### src/rtl/muldiv_pkg.sv
// Shared decode constants and FSM encoding for the EX-stage multiply/divide sequencer.
package muldiv_pkg;

  localparam logic [5:0] OP_RTYPE    = 6'h00;

  localparam logic [5:0] FUNCT_MFHI  = 6'h10;
  localparam logic [5:0] FUNCT_MTHI  = 6'h11;
  localparam logic [5:0] FUNCT_MFLO  = 6'h12;
  localparam logic [5:0] FUNCT_MTLO  = 6'h13;
  localparam logic [5:0] FUNCT_MULT  = 6'h18;
  localparam logic [5:0] FUNCT_MULTU = 6'h19;
  localparam logic [5:0] FUNCT_DIV   = 6'h1A;
  localparam logic [5:0] FUNCT_DIVU  = 6'h1B;

  typedef enum logic [1:0] {
    IDLE = 2'd0,
    RUN  = 2'd1,
    FIX  = 2'd2
  } state_e;

endpackage

### src/rtl/muldiv_iter.sv
// One-bit-per-cycle datapath: shift-add multiply, restoring divide when MULDIV_DIV_EN is defined.
module muldiv_iter #(
  parameter int WIDTH = 32
) (
  input  logic             clk,
  input  logic             rst_n,
  input  logic             start,
  input  logic             step,
  input  logic             div_mode,
  input  logic [WIDTH-1:0] op_a,
  input  logic [WIDTH-1:0] op_b,
  output logic [WIDTH-1:0] upper,
  output logic [WIDTH-1:0] lower,
  output logic             last
);

  localparam int CW = $clog2(WIDTH);

  logic [WIDTH-1:0] operand;
  logic [CW-1:0]    count;
  logic [WIDTH-1:0] next_upper;
  logic [WIDTH-1:0] next_lower;
  logic [WIDTH:0]   sum;

`ifdef MULDIV_DIV_EN
  logic [WIDTH:0]   shifted;
  logic             fits;
`endif

  assign last = (count == CW'(WIDTH - 1));

  // NOTE: always_comb assigns every output first so no path leaves a value held, which would infer a latch.
  always_comb begin
    sum        = {1'b0, upper} + (lower[0] ? {1'b0, operand} : '0);
    next_upper = sum[WIDTH:1];
    next_lower = {sum[0], lower[WIDTH-1:1]};
`ifdef MULDIV_DIV_EN
    shifted    = {upper, lower[WIDTH-1]};
    fits       = (shifted >= {1'b0, operand});
    if (div_mode) begin
      // The partial remainder stays below the divisor, so the difference fits in WIDTH bits.
      next_upper = fits ? (shifted[WIDTH-1:0] - operand) : shifted[WIDTH-1:0];
      next_lower = {lower[WIDTH-2:0], fits};
    end
`endif
  end

  // NOTE: sequential state uses non-blocking assignments so every register samples pre-edge values.
  always_ff @(posedge clk or negedge rst_n) begin
    if (!rst_n) begin
      upper   <= '0;
      lower   <= '0;
      operand <= '0;
      count   <= '0;
    end else if (start) begin
      upper   <= '0;
      lower   <= div_mode ? op_a : op_b;
      operand <= div_mode ? op_b : op_a;
      count   <= '0;
    end else if (step) begin
      upper   <= next_upper;
      lower   <= next_lower;
      count   <= count + 1'b1;
    end
  end

endmodule

### src/rtl/muldiv_sequencer.sv
// EX-stage HI/LO owner: funct decode, IDLE/RUN/FIX sequencing, stall and sign fix-up.
// Define MULDIV_DIV_EN to build the divide hardware; otherwise DIV/DIVU are accepted as no-ops.
module muldiv_sequencer
  import muldiv_pkg::*;
#(
  parameter int WIDTH = 32
) (
  input  logic             clk,
  input  logic             rst_n,
  input  logic             instr_valid,
  input  logic [31:0]      instr,
  input  logic [WIDTH-1:0] rs_val,
  input  logic [WIDTH-1:0] rt_val,
  output logic             stall,
  output logic             busy,
  output logic [WIDTH-1:0] rdata,
  output logic             rdata_valid,
  output logic [WIDTH-1:0] hi,
  output logic [WIDTH-1:0] lo
);

  state_e state_q, state_d;

  logic [5:0] opcode, funct;
  logic       is_mfhi, is_mthi, is_mflo, is_mtlo, is_mul, is_div, is_class;
  logic       accept, start_op, step, last;
  logic       a_neg, b_neg;
  logic [WIDTH-1:0]   mag_a, mag_b, upper, lower, fix_hi, fix_lo;
  logic [2*WIDTH-1:0] prod;
  logic       neg_q;
  logic       unused_instr_bits;

`ifdef MULDIV_DIV_EN
  logic             op_div_q, neg_r_q, div_zero_q;
  logic [WIDTH-1:0] dividend_q;
`endif

  assign opcode            = instr[31:26];
  assign funct             = instr[5:0];
  assign unused_instr_bits = ^instr[25:6];

  always_comb begin
    is_mfhi = 1'b0;
    is_mthi = 1'b0;
    is_mflo = 1'b0;
    is_mtlo = 1'b0;
    is_mul  = 1'b0;
    is_div  = 1'b0;
    if (opcode == OP_RTYPE) begin
      case (funct)
        FUNCT_MFHI:              is_mfhi = 1'b1;
        FUNCT_MTHI:              is_mthi = 1'b1;
        FUNCT_MFLO:              is_mflo = 1'b1;
        FUNCT_MTLO:              is_mtlo = 1'b1;
        FUNCT_MULT, FUNCT_MULTU: is_mul  = 1'b1;
        FUNCT_DIV, FUNCT_DIVU:   is_div  = 1'b1;
        default: ;
      endcase
    end
  end

  assign is_class    = is_mfhi | is_mthi | is_mflo | is_mtlo | is_mul | is_div;
  assign busy        = (state_q != IDLE);
  assign stall       = instr_valid & is_class & busy;
  assign accept      = instr_valid & is_class & ~busy;
  assign rdata_valid = accept & (is_mfhi | is_mflo);
  assign rdata       = (accept & is_mfhi) ? hi : (accept & is_mflo) ? lo : '0;

`ifdef MULDIV_DIV_EN
  assign start_op = accept & (is_mul | is_div);
`else
  assign start_op = accept & is_mul;
`endif

  // Signed ops run on magnitudes; the sign is restored in FIX.
  assign a_neg = ((funct == FUNCT_MULT) || (funct == FUNCT_DIV)) && rs_val[WIDTH-1];
  assign b_neg = ((funct == FUNCT_MULT) || (funct == FUNCT_DIV)) && rt_val[WIDTH-1];
  assign mag_a = a_neg ? -rs_val : rs_val;
  assign mag_b = b_neg ? -rt_val : rt_val;

  muldiv_iter #(.WIDTH(WIDTH)) u_iter (
    .clk      (clk),
    .rst_n    (rst_n),
    .start    (start_op),
    .step     (step),
    .div_mode (is_div),
    .op_a     (mag_a),
    .op_b     (mag_b),
    .upper    (upper),
    .lower    (lower),
    .last     (last)
  );

  always_comb begin
    state_d = state_q;
    step    = 1'b0;
    case (state_q)
      IDLE: if (start_op) state_d = RUN;
      RUN: begin
        step = 1'b1;
        if (last) state_d = FIX;
      end
      FIX:     state_d = IDLE;
      default: state_d = IDLE;
    endcase
  end

  always_comb begin
    prod   = neg_q ? -{upper, lower} : {upper, lower};
    fix_hi = prod[2*WIDTH-1:WIDTH];
    fix_lo = prod[WIDTH-1:0];
`ifdef MULDIV_DIV_EN
    if (op_div_q) begin
      if (div_zero_q) begin
        fix_hi = dividend_q;
        fix_lo = '1;
      end else begin
        fix_hi = neg_r_q ? -upper : upper;
        fix_lo = neg_q   ? -lower : lower;
      end
    end
`endif
  end

  always_ff @(posedge clk or negedge rst_n) begin
    if (!rst_n) begin
      state_q    <= IDLE;
      neg_q      <= 1'b0;
`ifdef MULDIV_DIV_EN
      op_div_q   <= 1'b0;
      neg_r_q    <= 1'b0;
      div_zero_q <= 1'b0;
      dividend_q <= '0;
`endif
    end else begin
      state_q <= state_d;
      if (start_op) begin
        neg_q      <= a_neg ^ b_neg;
`ifdef MULDIV_DIV_EN
        op_div_q   <= is_div;
        neg_r_q    <= a_neg;
        div_zero_q <= (rt_val == '0);
        dividend_q <= rs_val;
`endif
      end
    end
  end

  // FIX and MTHI/MTLO can never coincide: moves are only accepted while not busy.
  always_ff @(posedge clk or negedge rst_n) begin
    if (!rst_n) begin
      hi <= '0;
      lo <= '0;
    end else if (state_q == FIX) begin
      hi <= fix_hi;
      lo <= fix_lo;
    end else begin
      if (accept & is_mthi) hi <= rs_val;
      if (accept & is_mtlo) lo <= rs_val;
    end
  end

endmodule

### config.mk
export PLATFORM = sky130hd
export DESIGN_NAME = muldiv_sequencer
export DESIGN_NICKNAME = d
export VERILOG_FILES = /design/src/rtl/muldiv_pkg.sv /design/src/rtl/muldiv_iter.sv /design/src/rtl/muldiv_sequencer.sv
export SDC_FILE = /design/constraint.sdc
export NUM_CORES = 1
export LEC_CHECK = 0
export CAP_MARGIN = 20
export CORE_ASPECT_RATIO = 0.75
export CORE_MARGIN = 1
export CORE_UTILIZATION = 50
export DETAILED_ROUTE_END_ITERATION = 10
export PLACE_DENSITY = 0.76
export SLEW_MARGIN = 10
export SYNTH_ARGS = -nofsm -noshare
export SYNTH_HDL_FRONTEND = slang
export SYNTH_SLANG_ARGS = --single-unit
### constraint.sdc
create_clock -name clk -period 4.55 [get_ports clk]
set_input_delay 0.91 -clock clk [delete_from_list [all_inputs] [get_ports clk]]
set_output_delay 0.91 -clock clk [all_outputs]
set_load 0.02 [all_outputs]
==> results.toml <==
[clock_network]
clk_path_buf_depth = 2
clock_latency_ns = 0.45
cts.clk_slew.worst_paths_ns = 0.07
post_cts_setup_buffers = 0
number_of_gates_resized_after_cts = 34
cts_root_buf = "sky130_fd_sc_hd__clkbuf_16"
cts-htree-levels = 4
tritoncts.num_buffers = 17
post_cts_hold_buffer_count = 0
number_of_clock_sinks = 168
cts_tree = "yes"

[yosys]
yosys_register_bits = 168
synth.distinct_cells = 70
synth_top_family_by_area = "compound AO/OA/AOI/OAI gates"
synth_compound_area_share_pct = 24.69
synth.yosys.warnings = 0
synth_nets = 1561
postSynthAreaPerCell_um2 = 8.448
synth-xor-area-share_pct = 9.319
async_flop_share_pct = 100.0
yosys_most_used_dff = "sky130_fd_sc_hd__dfrtp_1"
synth.yosys.seq_area_share_pct = 34.95
synthesis.area_um2 = 12030
synthMuxAreaShare_pct = 3.994
synthCells = 1424
post_synth_and_or_nand_nor_area_fraction_pct = 19.16
fraction_of_the_mapped_netlist_area_in_adder_cells_pct = 4.015
count_of_flip_flops_with_a_built_in_enable_after_synthesis = 0

[pwr]
vdd_drop_max_uv = 254.3
power_density_over_the_cells_nw_per_um2 = 293.4
total_leakage_power_nw = 6.187
post-layout-total-power_mw = 4.280

[final_layout]
final.fill_count = 1995
finalNetCount = 1694
seq_area_um2 = 4204
antenna_cells_inserted = 0
fin_util_pct = 62.61
drive_above_1_share_pct = 8.153
footprint_of_the_multi_input_gates_um2 = 7391
area_delta_synth_final_pct = 21.27
instances_no_fill = 1870

[placement]
dpl.cell_count = 1838
io_buffer_count = 177
place.gp.congestion = 0.9319
pre_cts_ws_ns = -0.2743
dp_hpwl_mm = 28.78

[job]
max_cap_viol_count = 0

[worst_hold_path]
hp_class = "reg2reg"
worstHoldPathCells = 2

[grt]
grt_pass1_wl_mm = 62.66
via_count_of_the_first_global_routing_pass = 11087
maximum_number_of_pins_on_one_net_before_global_route_repair = 93
grt.overflow.total = 0
track_usage_pct = 32.63
antenna_found_initial = 1

[timing]
rsz0062_at_grt = "no"
final.min_clock_period_ns = 4.430
max_freq_mhz = 225.7
worst_slew_pin_slew_ns = 1.101
final-hold-violation-count = 0
relative_slew_slack_pct = 26.63
timing.final.crit_share_pct = 97.36
drv_slew = 0
setup_slack_ns = 0.1202
setup_viols_final = 0
fin_worst_skew_ns = 0.01237

[drt]
route.vias.total = 12118
wirelength_mm = 40.34
wl_per_cell_um = 21.57
drt_iter0_markers = 1624
drt_first_pass_iters = 6
drt_drc_violations_left = 0
antenna_violating_nets_post_route = 0
vias_per_cell = 6.480

[setup_path]
cp_data_arrival_time_ns = 3.52
critical-path-top-delay-family = "simple AND/OR/NAND/NOR gates"
worst_path_slowest_cell = "sky130_fd_sc_hd__or4_1"
cp_cell_sequence = "clkdlybuf4s50_1 > or4_1 > or4_1 > or2_1 > or3_1 > buf_12 > inv_1 > clkdlybuf4s15_1"
critical-path-max-stage-delay_ns = 0.54
worstSetupStartpointType = "input port"
worstRegToRegCells = 12
worst_ep_required_time_ns = 3.64
timing.critical_path.buf_inv = 4
worstSetupPathType = "in2out"
critical_path_depth = 8
critPathMaxFanout = 33
timing.critical_path.to_type = "output port"
cpMostUsedCell = "sky130_fd_sc_hd__or4_1"

[die]
coreArea_um2 = 23300
initial_standard_cell_utilization_of_the_core_pct = 51.63
floorplan.die.height_um = 136.3
die_x_um = 181.1
die_area_um2 = 24690
core.rowCount = 48
design.portCount = 198

[status]
run_status = "completed"
==> logic make-up (layout without fill, tap and decap cells) <==
group	Yosys count	after routing
compound gates	460	460
xor+xnor	128	128
fa+ha+maj	38	38
buf+inv	121	267
flops	168	168
mux	48	48
simple gates	461	461
==> sequential cells by signal, indices dropped and copies added, names as in the netlist <==
register,count
u_iter.count,5
neg_q,1
u_iter.operand,32
lo,32
state_q,2
u_iter.upper,32
u_iter.lower,32
hi,32
==> cell type report <==
type | count | share of cell area [%]
Inverter | 21 | 0.5403
Multi-Input combinational cell | 1135 | 50.66
Clock inverter | 14 | 1.201
Tap cell | 300 | 2.573
Sequential cell | 168 | 28.82
Clock buffer | 18 | 2.942
Timing Repair Buffer | 214 | 13.27
==> through the flow <==
| stage | hold WS [ns] | TNS (ns) | instance area [um2] |
|---|---|---|---|
| 6_report | 0.4638 | 0 | 14590 |
| 5_1_grt | 0.4927 | 0 | 14590 |
| 4_1_cts | 0.4679 | 0 | 14710 |
| 3_5_place_dp | 0.4527 | -7.277 | 14140 |
| 3_3_place_gp | 0.4474 | -6.625 | 14140 |
| 2_1_floorplan | 0.4304 | 0 | 12030 |
==> Yosys cell counts (36+ instances only) <==
cell type	number	area share [%]
sky130_fd_sc_hd__a21oi_1	90	3.7
sky130_fd_sc_hd__nand2_1	121	3.8
sky130_fd_sc_hd__dfrtp_1	168	35
sky130_fd_sc_hd__o21ai_0	154	6.4
sky130_fd_sc_hd__ha_1	37	3.8
sky130_fd_sc_hd__xnor2_1	48	3.5
sky130_fd_sc_hd__and2_1	36	1.9
sky130_fd_sc_hd__mux2i_1	48	4.0
sky130_fd_sc_hd__xor2_1	80	5.8
sky130_fd_sc_hd__clkbuf_1	91	2.8
sky130_fd_sc_hd__a22oi_1	53	3.3
sky130_fd_sc_hd__nor2_1	124	3.9
==> layout by cell type, fill, tap and decap left out, drive strengths merged, types with 6 or more instances in the layout <==
master         count
a222oi            14
nor2b             10
and3               6
and2              36
nand3             25
mux2i             48
a21o              14
ha                37
o41ai             20
clkbuf            50
nor4              15
o21ai            157
inv               22
o221ai             8
clkdlybuf4s50    142
nor2             124
nand2b            11
a21oi             90
a221o             23
o211ai             6
a211oi             7
or2               12
o31ai             27
nor3              33
or3               20
nand4             14
nand2            121
xnor2             48
clkinv             7
o21a               6
a22oi             53
buf               39
a31oi             12
xor2              80
or4               14
dfrtp            168
==> final timing paths <==
kind / startpoint / to / slack [ns]
max: instr[27] / rdata_valid / 0.12
min: u_iter.operand[31]$_DFFE_PN0P_ / u_iter.operand[31]$_DFFE_PN0P_ / 0.46
max reg2reg: u_iter.lower[0]$_DFFE_PN0P_ / u_iter.upper[30]$_DFFE_PN0P_ / 0.72
min reg2reg: u_iter.operand[31]$_DFFE_PN0P_ / u_iter.operand[31]$_DFFE_PN0P_ / 0.46
max in group asynchronous: rst_n / lo[25]$_DFFE_PN0P_ / 3.05
min in group asynchronous: rst_n / u_iter.operand[7]$_DFFE_PN0P_ / 0.52
==> tightest hold or removal path, stage by stage (launching register included) <==
cell                      delay [ns]
sky130_fd_sc_hd__dfrtp_1        0.33
sky130_fd_sc_hd__nand2_1        0.05
sky130_fd_sc_hd__nand2_1        0.05
==> layer usage <==
layer	global-route usage [%]	routed length [um]	up-vias
li1	-	-	5521
met1	46.33	17370	5827
met2	49.79	17830	695
met3	6.617	4184	75
met4	10.55	964	0
met5	0	0	-
==> where the power goes <==
part / total [mW] / switching [mW] / internal (mW) / leakage (nW)
registers: 1.82 / 0.225 / 1.60 / 2.16
logic: 0.930 / 0.527 / 0.403 / 3.74
clock network: 1.53 / 0.660 / 0.868 / 0.287
total: 4.28 / 1.41 / 2.87 / 6.19
(Power assumes the default switching activity.)
